$ cat config.mk
export PLATFORM = sky130hd
export DESIGN_NAME = clk_div_ctrl
export DESIGN_NICKNAME = d
export VERILOG_FILES = /design/src/rtl/clk_div_ctrl.sv
export SDC_FILE = /design/constraint.sdc
export NUM_CORES = 1
export LEC_CHECK = 0
export CORE_ASPECT_RATIO = 1.75
export CORE_UTILIZATION = 30
export DETAILED_ROUTE_END_ITERATION = 8
export PLACE_DENSITY = 0.5
export SYNTH_ARGS = -nofsm -noshare
export SYNTH_HDL_FRONTEND = slang
export SYNTH_SLANG_ARGS = --single-unit
$ cat constraint.sdc
create_clock -name clk_in -period 3.5 [get_ports clk_in]
set_clock_uncertainty 0.1 [all_clocks]
set_input_delay 0.525 -clock clk_in [delete_from_list [all_inputs] [get_ports clk_in]]
set_output_delay 0.525 -clock clk_in [all_outputs]
set_load 0.1 [all_outputs]
$ cat src/rtl/clk_div_ctrl.sv
// ---------------------------------------------------------------------------
// clk_div_ctrl
//
// Run-time programmable clock-divider controller. It accepts divide-ratio
// requests over a valid/ready handshake and starts or stops the divided clock
// on request. A new ratio is only applied at a period boundary, so clk_out
// never produces a runt pulse. A one-cycle tick marks every rising edge of
// the divided clock.
//
// Parameters:
//   CNT_W    - width of the divide ratio and of the period counter
//   DEF_DIV  - divide ratio loaded at reset (must be >= 2)
//
// Ports:
//   clk_in      in   the only clock (rising edge, plus optional negedge stage)
//   rst         in   asynchronous, active-high reset
//   run         in   level: 1 = generate divided clock, 0 = stop at period end
//   cfg_valid   in   a divide-ratio request is present
//   cfg_div     in   requested ratio N
//   cfg_ready   out  a request can be accepted this cycle
//   cfg_err     out  one-cycle pulse after a rejected (N < 2) request
//   clk_out     out  divided clock
//   tick        out  one-cycle pulse in the cycle clk_out rises
//   div_active  out  ratio currently in effect
//   busy        out  1 while running or draining
//
// Optional feature macro: CLK_DIV_CTRL_ODD50_EN
//   When defined, odd ratios get a true 50 % duty cycle by stretching the
//   high phase with a negedge register by half an input period.
// ---------------------------------------------------------------------------
module clk_div_ctrl #(
  parameter int CNT_W   = 8,
  parameter int DEF_DIV = 4
) (
  input  logic             clk_in,
  input  logic             rst,
  input  logic             run,
  input  logic             cfg_valid,
  input  logic [CNT_W-1:0] cfg_div,
  output logic             cfg_ready,
  output logic             cfg_err,
  output logic             clk_out,
  output logic             tick,
  output logic [CNT_W-1:0] div_active,
  output logic             busy
);

  typedef enum logic [1:0] {
    ST_STOP,
    ST_RUN,
    ST_DRAIN
  } state_e;

  state_e           state_q, state_d;
  logic [CNT_W-1:0] cnt_q, cnt_d;
  logic [CNT_W-1:0] div_q, div_d;
  logic [CNT_W-1:0] pend_q, pend_d;
  logic             pend_vld_q, pend_vld_d;
  logic             clk_q, clk_d;
  logic             tick_q, tick_d;
  logic             err_q, err_d;

  logic             xfer;
  logic             bad_req;
  logic             good_xfer;
  logic             at_end;
  logic [CNT_W:0]   half_d;

  assign cfg_ready  = ~pend_vld_q;
  assign xfer       = cfg_valid & cfg_ready;
  assign bad_req    = (cfg_div < CNT_W'(2));
  assign good_xfer  = xfer & ~bad_req;
  assign at_end     = (cnt_q == (div_q - CNT_W'(1)));

  // Length of the high phase for the ratio governing the next count value.
  // Without the odd-50 stage this is ceil(N/2); with it, floor(N/2) and the
  // negedge stage adds the missing half cycle for odd N.
`ifdef CLK_DIV_CTRL_ODD50_EN
  assign half_d = {1'b0, div_d} >> 1;
`else
  assign half_d = ({1'b0, div_d} + (CNT_W+1)'(1)) >> 1;
`endif

  // Next-state logic: period counting, ratio application at the wrap, and
  // pending-ratio bookkeeping. A request accepted in the last cycle of a
  // period bypasses the pending register and governs the very next period.
  always_comb begin
    state_d    = state_q;
    cnt_d      = cnt_q;
    div_d      = div_q;
    pend_d     = pend_q;
    pend_vld_d = pend_vld_q;
    err_d      = xfer & bad_req;

    case (state_q)
      ST_STOP: begin
        cnt_d = '0;
        if (good_xfer) begin
          div_d = cfg_div;
        end
        if (run) begin
          state_d = ST_RUN;
        end
      end

      ST_RUN, ST_DRAIN: begin
        if (at_end) begin
          cnt_d = '0;
          if (good_xfer) begin
            div_d = cfg_div;
          end else if (pend_vld_q) begin
            div_d      = pend_q;
            pend_vld_d = 1'b0;
          end
          state_d = run ? ST_RUN : ST_STOP;
        end else begin
          cnt_d = cnt_q + CNT_W'(1);
          if (good_xfer) begin
            pend_d     = cfg_div;
            pend_vld_d = 1'b1;
          end
          if ((state_q == ST_RUN) && !run) begin
            state_d = ST_DRAIN;
          end
        end
      end

      default: begin
        state_d = ST_STOP;
        cnt_d   = '0;
      end
    endcase

    clk_d  = (state_d != ST_STOP) && ({1'b0, cnt_d} < half_d);
    tick_d = clk_d & ~clk_q;
  end

  // State and output registers; reset drops clk_out immediately.
  always_ff @(posedge clk_in or posedge rst) begin
    if (rst) begin
      state_q    <= ST_STOP;
      cnt_q      <= '0;
      div_q      <= CNT_W'(DEF_DIV);
      pend_q     <= '0;
      pend_vld_q <= 1'b0;
      clk_q      <= 1'b0;
      tick_q     <= 1'b0;
      err_q      <= 1'b0;
    end else begin
      state_q    <= state_d;
      cnt_q      <= cnt_d;
      div_q      <= div_d;
      pend_q     <= pend_d;
      pend_vld_q <= pend_vld_d;
      clk_q      <= clk_d;
      tick_q     <= tick_d;
      err_q      <= err_d;
    end
  end

`ifdef CLK_DIV_CTRL_ODD50_EN
  logic neg_q;

  // Half-cycle delayed copy of the high phase, only for odd ratios; ORing it
  // in moves the falling edge later while leaving the rising edge untouched.
  always_ff @(negedge clk_in or posedge rst) begin
    if (rst) begin
      neg_q <= 1'b0;
    end else begin
      neg_q <= clk_q & div_q[0];
    end
  end

  assign clk_out = clk_q | neg_q;
`else
  assign clk_out = clk_q;
`endif

  assign tick       = tick_q;
  assign cfg_err    = err_q;
  assign div_active = div_q;
  assign busy       = (state_q != ST_STOP);

endmodule

==> results.py <==
metrics = {
    "job": {
        "cap_violations": 0,
    },
    "global_routing": {
        "antenna_found_initial": 0,
        "grt_pass1_wl_um": 12300,
        "gr-total-overflow": 0,
        "grt_start_max_net_pins": 15,
        "grt_pass1_vias": 2373,
        "grt_usage": 0.216,
    },
    "yosys": {
        "synth.distinct_cells": 56,
        "yosys_warnings": 0,
        "postSynth.asyncResetShare": 1.00,
        "syn_nets": 275,
        "syn-instance-count": 249,
        "postSynthAreaPerCell_um2": 9.11,
        "ys_seq_area_frac": 0.332,
        "synth_edf_count": 0,
        "ys_ff_latch": 30,
        "syn_area_mm2": 0.00227,
        "synth_ff_type": "dfrtp_1",
    },
    "cts": {
        "htree_levels": 2,
        "cts_tree": "done",
        "clkTransAtPathRegs_ns": 0.05,
        "ctsRootBufferMaster": "clkbuf_16",
        "cts_made_buffers": 5,
        "cts_sinks": 30,
        "insertion_delay_ns": 0.28,
        "clockBufferDepth": 2,
        "hold_buffers": 0,
    },
    "sta": {
        "max_freq_ghz": 0.261,
        "worstMarginPinSlew_ns": 0.972,
        "hold_viol_final": 0,
        "rsz0062_at_grt": "true",
        "fin_crit_sh": 1.10,
        "slew_violations": 0,
        "setup_viol": 2,
        "min_period_ns": 3.84,
        "setup_slack_ns": -0.338,
        "slew_headroom": 0.350,
    },
    "outcome": {
        "violations": "setup timing",
        "status": "complete, but fails checks",
    },
    "detailed_routing": {
        "drtPass1Iterations": 4,
        "drt_iter0_markers": 102,
        "drcViolationCount": 0,
        "antenna_left": 0,
        "via_per_inst": 5.24,
        "wl_per_cell_um": 17.5,
        "vias": 2332,
        "drt_wl_total_um": 7780,
    },
    "hold_path": {
        "min_path_type": "reg -> reg",
    },
    "critical_path": {
        "crit_arrival_ns": 3.90,
        "slowest_delay_ns": 0.55,
        "required_ns": 3.57,
        "path_class": "in -> reg",
        "cp_common_cell": "buf_4",
        "worstSetupStartpointType": "input port",
        "path_cells": "clkdlybuf4s50_1 > or4_4 > o21a_4 > buf_4 > a22oi_1 > o21ai_1 > a221o_2 > ha_2 > and3_4 > xnor2_2 > ha_1 > buf_4 > buf_4 > nand2_2 > a211oi_4 > nor4_1",
        "reg2reg_slack_ns": -0.32,
        "end_kind": "flip-flop",
        "cp_max_fo": 7,
        "cpMaxStageDelayCell": "or4_4",
    },
    "placement": {
        "hpwl_um": 6230,
        "port_buffers": 24,
        "gp_congestion": 0.867,
        "pre_cts_ws_ns": -0.638,
    },
    "floorplanning": {
        "core-area_mm2": 0.00728,
        "ios": 25,
        "die_x_um": 67.7,
        "dieArea_mm2": 0.00792,
        "num_rows": 41,
        "initial_utilization": 0.311,
        "dieHeight_um": 117,
    },
    "final_layout": {
        "fin_nets": 384,
        "diodes": 0,
        "area_growth_pct": 54.0,
        "drive_gt1_frac": 0.426,
    },
}
[cells by family (layout without fill, tap and decap cells)]
family	count (synthesis)	after routing	share of synthesized area
simple gates	91	91	0.221
compound gates	57	57	0.188
flops	30	30	0.332
buf+inv	24	134	0.0436
xor+xnor	22	22	0.0850
fa+ha+maj	14	14	0.0773
mux	11	11	0.0530
[what timing repair did]
item,4_1_cts,5_1_grt
pin swaps,5,10
gates resized for setup,15,7
endpoints found under the setup margin,2,10
gates cloned,0,0
setup buffers,6,3
[cell usage after synthesis, types with 8 or more instances]
| cell | instances | area (µm²) |
|---|---|---|
| a21oi_1 | 8 | 40.0 |
| dfrtp_1 | 29 | 726 |
| ha_1 | 14 | 175 |
| inv_1 | 17 | 63.8 |
| mux2_2 | 8 | 90.1 |
| nand2_1 | 22 | 82.6 |
| nand3_1 | 10 | 50.1 |
| nor2_1 | 20 | 75.1 |
| o21ai_0 | 14 | 70.1 |
| xnor2_1 | 10 | 87.6 |
| xor2_1 | 12 | 105 |
[path summary, 6_finish.rpt]
path / from / to / cells past startpoint
min in group asynchronous: rst / state_q[0] / 2
max reg2reg: div_active[1] / tick / 15
max: cfg_div[5] / tick / 16
max in group asynchronous: rst / div_active[2] / 3
min reg2reg: clk_out / tick / 1
min: clk_out / tick / 1
[per-stage QoR]
step,TNS (ns),hold slack [ns],cells,utilization,instance area (µm²)
2_1_floorplan,-0.565,0.379,249,-,2340
3_3_place_gp,-1.22,0.347,428,0.439,3200
3_5_place_dp,-1.27,0.355,428,0.439,3200
4_1_cts,-0.500,0.363,442,0.473,3450
5_1_grt,-1.00,0.386,445,0.479,3490
6_report,-0.675,0.349,445,0.479,3490
[placed cells by master, fill, tap and decap left out, types with 2 or more instances in the layout]
cell type / count
dfrtp_1: 23
a32oi_1: 4
buf_4: 94
a221oi_2: 2
nor4_4: 2
nand3_1: 10
ha_1: 12
nand2_1: 20
dfrtp_2: 3
a31oi_1: 3
dfrtp_4: 3
nand4_1: 3
and3_1: 5
o31ai_2: 2
nor3_1: 5
a211oi_2: 2
or4_4: 2
o21ai_1: 4
nand3b_1: 3
clkbuf_1: 3
mux2i_1: 3
xnor2_1: 9
o21ai_0: 10
a21oi_1: 7
clkbuf_16: 5
clkdlybuf4s50_1: 14
a31o_2: 2
a22oi_1: 2
xor2_1: 12
o211ai_1: 3
inv_1: 16
nor2_1: 19
mux2_2: 8
nand2_2: 2
o21a_1: 2
nor2b_1: 2
[routing by layer]
metal  vias to the layer above  wire length [µm]  track usage
met5                         -                 0            0
met1                      1135              2850        0.219
met3                        22               176       0.0310
met2                        45              4450        0.406
li1                       1130                 -            -
met4                         0               305        0.119
[area by class of cell]
cell class	instances	area (µm²)
Timing Repair Buffer	109	866
Multi-Input combinational cell	195	1550
Fill cell	698	3790
Clock buffer	8	136
Inverter	17	63.8
Tap cell	86	108
Sequential cell	30	767
[worst max-delay path, delay by kind of cell]
family / cells / cell delay (ns)
buffers and inverters: 4 / 0.77
AO/OA/AOI/OAI: 5 / 1.12
adder cells (fa/ha/maj): 2 / 0.52
XOR/XNOR: 1 / 0.13
AND/OR/NAND/NOR: 4 / 0.83
[flip-flops by register name (all words and copies together) (netlist names)]
register    count
cfg_err         1
clk_out         1
cnt_q           8
div_active      8
pend_q          8
pend_vld_q      1
state_q         2
tick            1
Power is not shown: default switching activity piles up to over one toggle a cycle in this logic, so the estimate is an artifact.
